## config.mk

```make
export PLATFORM = sky130hd
export DESIGN_NAME = sha3_hash_evaluator
export DESIGN_NICKNAME = d
export VERILOG_FILES = /design/src/rtl/sha3_scanner_pkg.sv /design/src/rtl/sha3_result_fifo.sv /design/src/rtl/sha3_hash_evaluator.sv
export SDC_FILE = /design/constraint.sdc
export NUM_CORES = 1
export LEC_CHECK = 0
export BUFFER_PORTS_ARGS = -buffer_cell sky130_fd_sc_hd__buf_2
export CAP_MARGIN = 20
export CELL_PAD_IN_SITES_DETAIL_PLACEMENT = 1
export CELL_PAD_IN_SITES_GLOBAL_PLACEMENT = 1
export CORE_AREA = 2 2 722 724
export DETAILED_ROUTE_END_ITERATION = 10
export DIE_AREA = 0 0 724 726
export PLACE_DENSITY_LB_ADDON = 0.08
export REMOVE_ABC_BUFFERS = 1
export SETUP_SLACK_MARGIN = 0.4
export SYNTH_ARGS = -nofsm -noshare
export SYNTH_HDL_FRONTEND = slang
export SYNTH_HIERARCHICAL = 1
export SYNTH_SLANG_ARGS = --single-unit
export TNS_END_PERCENT = 5
```

## constraint.sdc

```tcl
create_clock -name clk -period 7 [get_ports clk]
set_input_delay 1.4 -clock clk [delete_from_list [all_inputs] [get_ports clk]]
set_output_delay 1.4 -clock clk [all_outputs]
set_load 0.05 [all_outputs]
```

## src/rtl/sha3_scanner_pkg.sv

```systemverilog
// Shared types for the SHA3 nonce scanner: nonce type, candidate record,
// and the evaluator FSM state encodings.
package sha3_scanner_pkg;

  typedef logic [31:0] nonce_t;

  typedef struct packed {
    nonce_t      nonce;
    logic [63:0] hash;
  } candidate_t;

  // Evaluator FSM state encodings
  localparam logic [1:0] ST_IDLE = 2'd0;
  localparam logic [1:0] ST_SCAN = 2'd1;
  localparam logic [1:0] ST_DONE = 2'd2;

  // A hash qualifies when lane 0 of the final state is at or below target.
  function automatic logic hash_qualifies(input logic [63:0] hash, input logic [63:0] target);
    return hash <= target;
  endfunction

endpackage

```

## src/rtl/sha3_result_fifo.sv

```systemverilog
// Candidate store: synchronous first-word-fall-through FIFO built as a
// shift register so the head entry and valid come straight from flops.
// A push into a full FIFO is dropped unless a pop happens the same cycle.
module sha3_result_fifo
  import sha3_scanner_pkg::*;
#(
  parameter int DEPTH = 4
) (
  input  logic       clk,
  input  logic       rst,
  input  logic       push_i,
  input  candidate_t push_data_i,
  input  logic       pop_i,
  output logic       valid_o,
  output candidate_t data_o,
  output logic       drop_o
);

  localparam int CW = $clog2(DEPTH + 1);

  candidate_t      mem_q [DEPTH];
  candidate_t      mem_d [DEPTH];
  logic [CW-1:0]   cnt_q, cnt_d;
  logic [CW-1:0]   wr_idx;
  logic            valid_q;
  logic            do_pop, do_push, full;

  // Shift on pop, write at the first free slot, track occupancy.
  always_comb begin
    mem_d   = mem_q;
    cnt_d   = cnt_q;
    do_pop  = pop_i && (cnt_q != '0);
    full    = (cnt_q == CW'(DEPTH));
    drop_o  = push_i && full && !do_pop;
    do_push = push_i && !drop_o;
    wr_idx  = do_pop ? (cnt_q - CW'(1)) : cnt_q;
    if (do_pop) begin
      for (int i = 0; i < DEPTH - 1; i++) mem_d[i] = mem_q[i+1];
      mem_d[DEPTH-1] = '0;
    end
    for (int i = 0; i < DEPTH; i++) begin
      if (do_push && (wr_idx == CW'(i))) mem_d[i] = push_data_i;
    end
    unique case ({do_push, do_pop})
      2'b10:   cnt_d = cnt_q + CW'(1);
      2'b01:   cnt_d = cnt_q - CW'(1);
      default: cnt_d = cnt_q;
    endcase
  end

  // Storage, occupancy and registered head-valid.
  always_ff @(posedge clk) begin
    if (rst) begin
      for (int i = 0; i < DEPTH; i++) mem_q[i] <= '0;
      cnt_q   <= '0;
      valid_q <= 1'b0;
    end else begin
      mem_q   <= mem_d;
      cnt_q   <= cnt_d;
      valid_q <= (cnt_d != '0);
    end
  end

  assign valid_o = valid_q;
  assign data_o  = mem_q[0];

endmodule

```

## src/rtl/sha3_hash_evaluator.sv

```systemverilog
// Final-round hash evaluator: tags each sampled Keccak state with a nonce,
// compares lane 0 against a latched target and queues qualifying candidates.
// Optional feature macro: SHA3_EVAL_DROP_COUNT_EN adds the odrops counter.
//
// state | meaning
// IDLE  | after reset, waiting for start; samples ignored
// SCAN  | counting samples, tagging and comparing hashes
// DONE  | requested number of samples seen; samples ignored
module sha3_hash_evaluator
  import sha3_scanner_pkg::*;
#(
  parameter int FIFO_DEPTH   = 4,
  parameter int INPUT_BUFFER = 1
) (
  input  logic             clk,
  input  logic             rst,
  input  logic [4:0][63:0] isa,
  input  logic [4:0][63:0] isb,
  input  logic [4:0][63:0] isc,
  input  logic [4:0][63:0] isd,
  input  logic [4:0][63:0] ise,
  input  logic             sample,
  input  logic             start,
  input  logic [31:0]      base_nonce,
  input  logic [31:0]      count,
  input  logic [63:0]      threshold,
  output logic             ocand_valid,
  output logic [31:0]      ocand_nonce,
  output logic [63:0]      ocand_hash,
  input  logic             icand_ready,
  output logic             obusy,
  output logic             odone,
`ifdef SHA3_EVAL_DROP_COUNT_EN
  output logic [15:0]      odrops,
`endif
  output logic             ooverflow
);

  logic [1:0]  state_q, state_d;
  nonce_t      nonce_q, nonce_d;
  logic [31:0] remain_q, remain_d;
  logic [63:0] thr_q, thr_d;
  logic        ovf_q;
  logic        start_acc, sample_acc, qualify;
  logic        push, fifo_drop;
  candidate_t  push_data, head;

  assign start_acc  = start && (state_q != ST_SCAN);
  assign sample_acc = sample && (state_q == ST_SCAN);
  assign qualify    = hash_qualifies(isa[0], thr_q);

  // Scan control: remaining-sample down-counter reaching one ends the scan.
  always_comb begin
    state_d  = state_q;
    nonce_d  = nonce_q;
    remain_d = remain_q;
    thr_d    = thr_q;
    if (start_acc) begin
      nonce_d  = base_nonce;
      remain_d = count;
      thr_d    = threshold;
      state_d  = (count == '0) ? ST_DONE : ST_SCAN;
    end else if (sample_acc) begin
      nonce_d  = nonce_q + 32'd1;
      remain_d = remain_q - 32'd1;
      if (remain_q == 32'd1) state_d = ST_DONE;
    end
  end

  // Scan state registers; start coinciding with rst loses to rst.
  always_ff @(posedge clk) begin
    if (rst) begin
      state_q  <= ST_IDLE;
      nonce_q  <= '0;
      remain_q <= '0;
      thr_q    <= '0;
    end else begin
      state_q  <= state_d;
      nonce_q  <= nonce_d;
      remain_q <= remain_d;
      thr_q    <= thr_d;
    end
  end

  generate
    if (INPUT_BUFFER != 0) begin : g_cmp_reg
      logic       cmp_valid_q;
      candidate_t cmp_cand_q;
      // Compare stage register; drains independently of the FSM state.
      always_ff @(posedge clk) begin
        if (rst) begin
          cmp_valid_q <= 1'b0;
          cmp_cand_q  <= '0;
        end else begin
          cmp_valid_q <= sample_acc && qualify;
          cmp_cand_q  <= '{nonce: nonce_q, hash: isa[0]};
        end
      end
      assign push      = cmp_valid_q;
      assign push_data = cmp_cand_q;
    end else begin : g_cmp_comb
      assign push      = sample_acc && qualify;
      assign push_data = '{nonce: nonce_q, hash: isa[0]};
    end
  endgenerate

  sha3_result_fifo #(.DEPTH(FIFO_DEPTH)) u_fifo (
    .clk         (clk),
    .rst         (rst),
    .push_i      (push),
    .push_data_i (push_data),
    .pop_i       (icand_ready),
    .valid_o     (ocand_valid),
    .data_o      (head),
    .drop_o      (fifo_drop)
  );

  // Sticky overflow: cleared by an accepted start, a same-cycle drop still sets it.
  always_ff @(posedge clk) begin
    if (rst) ovf_q <= 1'b0;
    else     ovf_q <= (ovf_q && !start_acc) || fifo_drop;
  end

`ifdef SHA3_EVAL_DROP_COUNT_EN
  logic [15:0] drops_q;
  // Saturating drop counter, restarted by an accepted start.
  always_ff @(posedge clk) begin
    if (rst)                                 drops_q <= '0;
    else if (start_acc)                      drops_q <= fifo_drop ? 16'd1 : 16'd0;
    else if (fifo_drop && drops_q != 16'hFFFF) drops_q <= drops_q + 16'd1;
  end
  assign odrops = drops_q;
`endif

  assign ocand_nonce = head.nonce;
  assign ocand_hash  = head.hash;
  assign obusy       = (state_q == ST_SCAN);
  assign odone       = (state_q == ST_DONE);
  assign ooverflow   = ovf_q;

  // Only lane 0 of the first plane feeds the compare.
  logic unused_ok;
  assign unused_ok = ^{isa[4:1], isb, isc, isd, ise};

endmodule

```

==> metrics.sh, run 1 <==
CTS-BUFFERS-INSERTED=104
ARRIVAL_NS=4.86
GR-USAGE-ALL-LAYERS_PCT=7.52
SYNTH_COMMON_CELLS='sky130_fd_sc_hd__dfxtp_1, sky130_fd_sc_hd__nand2_1, sky130_fd_sc_hd__clkbuf_1'
START_UTIL_PCT=5.92
WORSTSETUPPATHTYPE='reg2reg'
NUMBER_OF_DISTINCT_LIBRARY_CELL_VARIANTS_IN_THE_GATE_LEVEL_NETLIST_AFTER_SYNTHESIS=68
MAXIMUM_CLOCK_FREQUENCY_GHz=0.239
HP-CLASS='reg2reg'
MAX_CAP_VIOLATION_COUNT=0
GRT_PASS1_VIAS=29400
POST_DRT_WL_PER_CELL_UM=19.2
DIE_W_UM=724
SYN_TO_FINAL_GROWTH_PCT=39.8
CLOCK-SINKS=616
CRIT_TOP_CELL='sky130_fd_sc_hd__buf_4'
FINALMAXSLEWVIOLATIONS=0
ROUTE.ANTENNA.REMAINING_NETS=0
HPWLAFTERDP_UM=133000
DETAILROUTE.VIA_COUNT=26800
POST_CTS_BUFFERS=0
DETAIL_ROUTE.ITER0.VIOLATIONS=1008
MAPPEDNETLISTAREA_MM2=0.0307
POWER_DENSITY_mW_PER_MM2=228
WORST_PATH_MAX_DELAY_CELL='sky130_fd_sc_hd__buf_4'
TOTAL_OF_ENDPOINTS_WITH_NEGATIVE_SETUP_SLACK_IN_THE_FINAL_REPORT=0
CORE_MM2=0.519
FINAL_WORST_PATH_PERIOD_SHARE_PCT=59.7
PORT-BUFFER-COUNT=296
PEAKVDDDROP_V=0.000182
GLOBALROUTE.TOTALOVERFLOW=0
TIMING_WORST_SLEW_PIN_VALUE_NS=1.07
MAXIMUM_BUFFER_DEPTH_OF_THE_CLOCK_TREE=4
CPPEAKSTAGEDELAY_NS=0.77
YS_SEQ_AREA_SHARE_PCT=40.2
YOSYS.AREA.TOP_TYPE='sky130_fd_sc_hd__dfxtp_1'
CLKLATENCYLATEPIN_NS=0.85
SYNTH_FLOP_TYPE='sky130_fd_sc_hd__dfxtp_1'
DETAIL_ROUTE.VIAS_PER_CELL=2.54
CLOCK-ROOT-BUFFER='sky130_fd_sc_hd__clkbuf_16'
TOTAL_POWER_mW=9.79
CRIT_CHAIN='inv_2 > ha_1 > nand2b_4 > nand2_4 > buf_4 > buf_4 > nand2_1 > a311oi_1'
CTS.CLK_SLEW.WORST_PATHS_NS=0.06
DESIGN.FINAL.NETS=5350
FLOORPLAN.IO_PINS=1833
NUMBER_OF_FLIP_FLOPS_AND_LATCHES_IN_THE_SYNTHESIZED_NETLIST=616
LEAKAGEPOWER_nW=17.7
GRT_PASS1_WL_UM=273000
GRT_MAX_DEGREE=125
POSTCTSRESIZEDCELLS=0
PLACEDINSTANCEAREA_MM2=0.0396
POST_SYNTH_INST_COUNT=3499
ROW_COUNT=265
FINAL_LAYOUT_SIZE_SUFFIX_GT1_SHARE_PCT=14.7
DIE_Y_UM=726
DIEAREA_MM2=0.526
ROUTABILITYCONGESTION=0.642
CP-START-KIND='register'
NUMBER_OF_ANTENNA_VIOLATIONS_AT_THE_FIRST_CHECK_IN_GLOBAL_ROUTING=95
YOSYS.AREA.TOP_TYPE_SHARE_PCT=40.2
TRITONCTS_CLOCK_TREE='done'
HOLD_VIOL=0
SYNTH_MOST_COMMON_CELL='sky130_fd_sc_hd__dfxtp_1'
CP-END-KIND='register'
CRITICAL_PATH.MAX_FANOUT=56
SYNTH_EDF_COUNT=0
FIN_AREA_MM2=0.0429
DR.PASS1.ITERS=5
LAYOUT.FILLER_CELLS=61400
CTS-HOLD-FIX-BUFFERS=0
REMAINING_DRC_ERRORS=0
ROUTED_WIRELENGTH_UM=203000
PERIOD_NEEDED_NS=4.18
WORSTPATHREQUIRED_NS=7.69
OUTCOME='completed'
SYN_AVG_CELL_AREA_UM2=8.77
YOSYSWARNINGS=6
POST_SYNTH_MAIN_AREA_CONTRIBUTORS='sky130_fd_sc_hd__dfxtp_1, sky130_fd_sc_hd__nand2_1, sky130_fd_sc_hd__mux2i_1'
SYNTHARSTFLOPSHARE_PCT=0
TIMING.SLEW.HEADROOM_PCT=28.8
UNREPAIRED_SETUP_ENDPOINTS_AFTER_GLOBAL_ROUTING='no'
WORST_CLOCK_SKEW_NS=0.0668
CTS-HTREE-LEVELS=3
[state kept, by name, indices dropped and copies added (netlist names)]
register and count:
u_fifo/mem_q 288, g_cmp_reg.cmp_cand_q 96, u_fifo/data_o 96, thr_q 64, nonce_q 32, remain_q 32, u_fifo/cnt_q 3, state_q 2
g_cmp_reg.cmp_valid_q 1, ooverflow 1, u_fifo/valid_o 1
[layer usage]
| layer | GRT usage [%] | routed length (um) |
|---|---|---|
| met5 | 0 | 171 |
| met1 | 9.71 | 92800 |
| met4 | 1.87 | 6040 |
| met3 | 1.89 | 10500 |
| met2 | 12.4 | 93200 |
[cell usage in the layout (no fill, tap or decap), types with 10 or more instances in the layout]
cell and n:
sky130_fd_sc_hd__clkbuf_16 106, sky130_fd_sc_hd__clkbuf_1 40, sky130_fd_sc_hd__buf_4 43, sky130_fd_sc_hd__inv_1 175, sky130_fd_sc_hd__nor4_1 18, sky130_fd_sc_hd__and3_1 100
sky130_fd_sc_hd__nand2_1 562, sky130_fd_sc_hd__dfxtp_1 616, sky130_fd_sc_hd__nand3_1 31, sky130_fd_sc_hd__nand2b_1 99, sky130_fd_sc_hd__nor2_1 66, sky130_fd_sc_hd__a211oi_1 20
sky130_fd_sc_hd__or3_1 14, sky130_fd_sc_hd__nor2b_1 99, sky130_fd_sc_hd__a311oi_1 188, sky130_fd_sc_hd__ha_1 72, sky130_fd_sc_hd__clkbuf_8 22, sky130_fd_sc_hd__xor2_1 15
sky130_fd_sc_hd__nand4_1 23, sky130_fd_sc_hd__buf_2 294, sky130_fd_sc_hd__a21boi_0 98, sky130_fd_sc_hd__mux2i_1 193, sky130_fd_sc_hd__o21ai_0 19, sky130_fd_sc_hd__nand3b_1 98
sky130_fd_sc_hd__a21oi_1 124, sky130_fd_sc_hd__o21bai_1 96, sky130_fd_sc_hd__diode_2 16, sky130_fd_sc_hd__a22oi_1 11, sky130_fd_sc_hd__buf_12 14, sky130_fd_sc_hd__nor3_1 26
sky130_fd_sc_hd__a31oi_1 11, sky130_fd_sc_hd__o211a_1 192, sky130_fd_sc_hd__and4_1 10
[logic make-up after synthesis]
family,synth area share (%)
xor gates and xnor gates,0.571
muxes,6.37
AOI/OAI and AO/OA,21.9
and+or+nand+nor,19.2
DFF,40.2
buffers and inverters,8.78
adders and majority gates,2.94
[power by group]
part / leakage [nW] / internal, mW / switching [mW] / total (mW)
Combinational: 11.1 / 0.240 / 0.599 / 0.840
Sequential: 5.01 / 3.60 / 0.0825 / 3.68
Clock: 1.59 / 3.11 / 2.17 / 5.28
Total: 17.7 / 6.94 / 2.85 / 9.79
[through the flow]
step / setup TNS [ns] / utilization (%) / hold slack (ns) / instances / setup WS [ns]
final: 0 / 8.27 / 0.426 / 10600 / 2.82
after global routing: 0 / 8.26 / 0.463 / 10600 / 2.41
after CTS: 0 / 8.26 / 0.422 / 10600 / 2.55
after detailed placement: 0 / 7.63 / 0.451 / 10400 / 2.33
after global placement: 0 / 7.63 / 0.453 / 10400 / 2.30
after floorplan: -3093.00 / - / 0.430 / 3086 / -13.43
[path summary, 6_finish.rpt]
check	to	slack, ns	start	cells after the start
setup / recovery	u_fifo/mem_q[227]	2.82	u_fifo/cnt_q[0]	8
hold / removal	u_fifo/mem_q[228]	0.43	u_fifo/mem_q[132]	2
setup reg to reg	u_fifo/mem_q[227]	2.82	u_fifo/cnt_q[0]	8
hold reg to reg	u_fifo/mem_q[228]	0.43	u_fifo/mem_q[132]	2
[area by class of cell]
type	count	area (um^2)	area share (%)
diodes	16	40.0	0.0934
clock buffers	168	3110	7.24
clock inverters	13	158	0.368
inverters	177	672	1.57
multi-input cells	2293	15800	36.8
flip-flops and latches	616	12300	28.8
well taps	6942	8690	20.3
repair buffers	353	2100	4.91
[worst max-delay path, delay by kind of cell, from the launching register on]
kind,cells,cell delay (ns)
AO/OA/AOI/OAI,1,0.28
buffers and inverters,3,1.66
AND/OR/NAND/NOR,3,1.03
adder cells (fa/ha/maj),1,0.31
flip-flops,1,0.46
Note: power is estimated with default switching activity, not from simulation.
==> run 2, diff against run 1 <==
--- a/config.mk
+++ b/config.mk
@@ -9,9 +9,9 @@
 export CAP_MARGIN = 20
 export CELL_PAD_IN_SITES_DETAIL_PLACEMENT = 1
 export CELL_PAD_IN_SITES_GLOBAL_PLACEMENT = 1
-export CORE_AREA = 2 2 722 724
+export CORE_AREA = 2 2 717 719
 export DETAILED_ROUTE_END_ITERATION = 10
-export DIE_AREA = 0 0 724 726
+export DIE_AREA = 0 0 719 721
 export PLACE_DENSITY_LB_ADDON = 0.08
 export REMOVE_ABC_BUFFERS = 1
 export SETUP_SLACK_MARGIN = 0.4
==> constraint.sdc (replaced) <==
create_clock -name clk -period 3.5 [get_ports clk]
set_input_delay 0.7 -clock clk [delete_from_list [all_inputs] [get_ports clk]]
set_output_delay 0.7 -clock clk [all_outputs]
set_load 0.05 [all_outputs]
==> metrics.sh, run 2 (synthesis gave the netlist of run 1 again) <==
OUTCOME='completed'
ARRIVAL_NS=3.82  # -1.04 ns
DIE_Y_UM=721  # -0.69%
ROUTABILITYCONGESTION=0.639  # -0.61%
GR-USAGE-ALL-LAYERS_PCT=7.57  # +0.054 points
PORT-BUFFER-COUNT=296  # unchanged
FLOP_TO_FLOP_SETUP_SLACK_NS=0.46  # -2.37 ns
TRITONCTS_CLOCK_TREE='done'
TIMING_WORST_SLEW_PIN_VALUE_NS=0.932  # -0.136 ns
DR.PASS1.ITERS=5  # unchanged
CTS.CLK_SLEW.WORST_PATHS_NS=0.06  # about the same
ROUTED_WIRELENGTH_UM=201000  # -0.61%
LEAKAGEPOWER_nW=18.2  # +2.7%
CLKLATENCYLATEPIN_NS=0.84  # about the same
UNREPAIRED_SETUP_ENDPOINTS_AFTER_GLOBAL_ROUTING='yes'
WORSTPATHREQUIRED_NS=4.28  # -3.41 ns
TIMING.CRITICAL_PATH.DEPTH=6  # -2
FINAL_WORST_PATH_PERIOD_SHARE_PCT=86.9  # +27 points
ROUTE.ANTENNA.REMAINING_NETS=0  # unchanged
DETAILROUTE.VIA_COUNT=26700  # -0.34%
TOTAL_OF_ENDPOINTS_WITH_NEGATIVE_SETUP_SLACK_IN_THE_FINAL_REPORT=0  # unchanged
MAXIMUM_BUFFER_DEPTH_OF_THE_CLOCK_TREE=4  # unchanged
PLACEDINSTANCEAREA_MM2=0.0400  # +1.1%
CORE_MM2=0.511  # -1.5%
HOLD_VIOL=0  # unchanged
WORST_SLACK_AT_PLACEMENT_NS=-0.0531  # -2.38 ns
GLOBAL_ROUTE.PEAK_USAGE_LAYER='met2'
CRITPATHCAPTURE='remain_q[28]'
MAX_CAP_VIOLATION_COUNT=0  # unchanged
HPWLAFTERDP_UM=137000  # +3.2%
TOTAL_POWER_mW=19.8  # +100%
POWER_DENSITY_mW_PER_MM2=454  # +99%
GLOBALROUTE.TOTALOVERFLOW=0  # unchanged
GRTUSAGEMET2_PCT=12.8  # +0.40 points
LARGEST_REGISTER='u_fifo/mem_q'
MIN_PATH_CELLS=2  # unchanged
CP-END-KIND='register'
DIEAREA_MM2=0.518  # -1.4%
LAYOUT.FILLER_CELLS=60100  # -2.0%
GR-USAGE-MET3_PCT=1.78  # -0.10 points
GRT_MAX_DEGREE=156  # +25%
FIN_AREA_MM2=0.0435  # +1.5%
CRIT_TOP_CELL='sky130_fd_sc_hd__or4_1'
PEAKVDDDROP_V=0.000340  # +87%
WORST_R2R_PATH_DEPTH=6  # -2
CLOCK-SINKS=616  # unchanged
GRT_PASS1_VIAS=29300  # -0.27%
CPPEAKSTAGEDELAY_NS=0.61  # -0.16 ns
CRITICAL_PATH.MAX_FANOUT=7  # -88%
WORSTSETUPSTARTPOINT='remain_q[14]'
CTS-HTREE-LEVELS=3  # unchanged
MOST-COMMON-LAYOUT-CELLS='sky130_fd_sc_hd__dfxtp_1, sky130_fd_sc_hd__nand2_1, sky130_fd_sc_hd__buf_2'
SYN_TO_FINAL_GROWTH_PCT=41.9
CTS-BUFFERS-INSERTED=103  # -0.96%
FLOORPLAN.IO_PINS=1833  # unchanged
CP-START-KIND='register'
POST_DRT_WL_PER_CELL_UM=19.3  # +0.62%
PERIOD_NEEDED_NS=3.04  # -1.13 ns
DETAIL_ROUTE.ITER0.VIOLATIONS=851  # -16%
FINAL_LAYOUT_SIZE_SUFFIX_GT1_SHARE_PCT=16.2  # +1.5 points
LAYOUT.CELLS.MOST_COMMON='sky130_fd_sc_hd__dfxtp_1'
DIE_W_UM=719  # -0.69%
WORSTPATHBUFFERINVERTERCOUNT=0  # -3
GRTUSAGEMET1_PCT=9.82  # +0.11 points
GRT_PASS1_WL_UM=272000  # -0.33%
CLOCK-ROOT-BUFFER='sky130_fd_sc_hd__clkbuf_16'
WORST_PATH_MAX_DELAY_CELL='sky130_fd_sc_hd__or4_1'
WORST_CLOCK_SKEW_NS=0.0702  # +0.00338 ns
START_UTIL_PCT=6.00  # +0.087 points
CRIT_CHAIN='or4_1 > or4_4 > or4_1 > or3_4 > or3_1 > a31oi_1'
MAXIMUM_CLOCK_FREQUENCY_GHz=0.329  # +37%
LARGEST_REG_FLOPS=288  # unchanged
REGTOREGSTARTPOINT='remain_q[14]'
NUMBER_OF_ANTENNA_VIOLATIONS_AT_THE_FIRST_CHECK_IN_GLOBAL_ROUTING=89  # -6.3%
REMAINING_DRC_ERRORS=0  # unchanged
ROW_COUNT=263  # -0.75%
WORST_SLACK_NS=0.457  # -2.37 ns
DESIGN.FINAL.NETS=5405  # +1.0%
DETAIL_ROUTE.VIAS_PER_CELL=2.56  # +0.89%
FINALMAXSLEWVIOLATIONS=0  # unchanged
REGTOREGENDPOINT='remain_q[28]'
TIMING.SLEW.HEADROOM_PCT=37.9  # +9.1 points
CRITICAL_PATH.TOP_DELAY_FAMILY='simple AND/OR/NAND/NOR gates'
SETUP_TOTAL_NEGATIVE_SLACK_NS=0  # unchanged
HP-CLASS='in2reg'
WORSTSETUPPATHTYPE='reg2reg'
## run 2: worst register-to-register path, delay by kind of cell (launching register included)
kind | cells | cell delay (ns)
and+or+nand+nor | 5 | 2.46
DFF | 1 | 0.36
AOI/OAI and AO/OA | 1 | 0.16
## run 2: final cells by class
cell class	count	area, um^2	share of cell area (%)
Multi-Input combinational cell	2293	15800	36.3
Clock inverter	18	173	0.397
Sequential cell	616	12300	28.3
Timing Repair Buffer	409	2880	6.63
Antenna cell	13	32.5	0.0747
Inverter	177	676	1.55
Tap cell	6757	8450	19.4
Clock buffer	166	3170	7.28
## run 2: routing by layer
metal  share of wire [%]  vias up
li1                    -    12600
met1                  46    13400
met2                  47      509
met3                 5.0      254
met4                 2.0       20
met5               0.066        -
## run 2: worst min path at each step
stage	slack, ns	startpoint	to
3_3_place_gp	0.45	thr_q[18]	thr_q[18]
4_1_cts	0.007	isa[52]	g_cmp_reg.cmp_cand_q[52]
6_report	0.11	isa[51]	g_cmp_reg.cmp_cand_q[51]
2_1_floorplan	0.43	thr_q[10]	thr_q[10]
5_1_grt	0.05	threshold[15]	thr_q[15]
3_5_place_dp	0.45	thr_q[56]	thr_q[56]
## run 2: what timing repair did
| item | CTS | global route |
|---|---|---|
| endpoints found under the hold margin | 9 | 0 |
| gates resized for setup | 1 | 8 |
| hold buffers | 9 | 0 |
| pin swaps | 0 | 1 |
| setup endpoints to repair | 18 | 24 |
| buffers inserted | 0 | 0 |
## run 2: power breakdown
| part | total [mW] | switching, mW | internal (mW) |
|---|---|---|---|
| combinational | 1.74 | 1.21 | 0.530 |
| clock | 10.7 | 4.33 | 6.34 |
| sequential | 7.36 | 0.170 | 7.19 |
## run 2: metrics by stage
stage | util [%] | cells | hold slack, ns
after floorplan | - | 3086 | 0.430
after global placement | 7.83 | 10200 | 0.449
after detailed placement | 7.83 | 10200 | 0.450
after CTS | 8.50 | 10400 | 0.00747
after global routing | 8.51 | 10400 | 0.0527
final | 8.52 | 10400 | 0.113
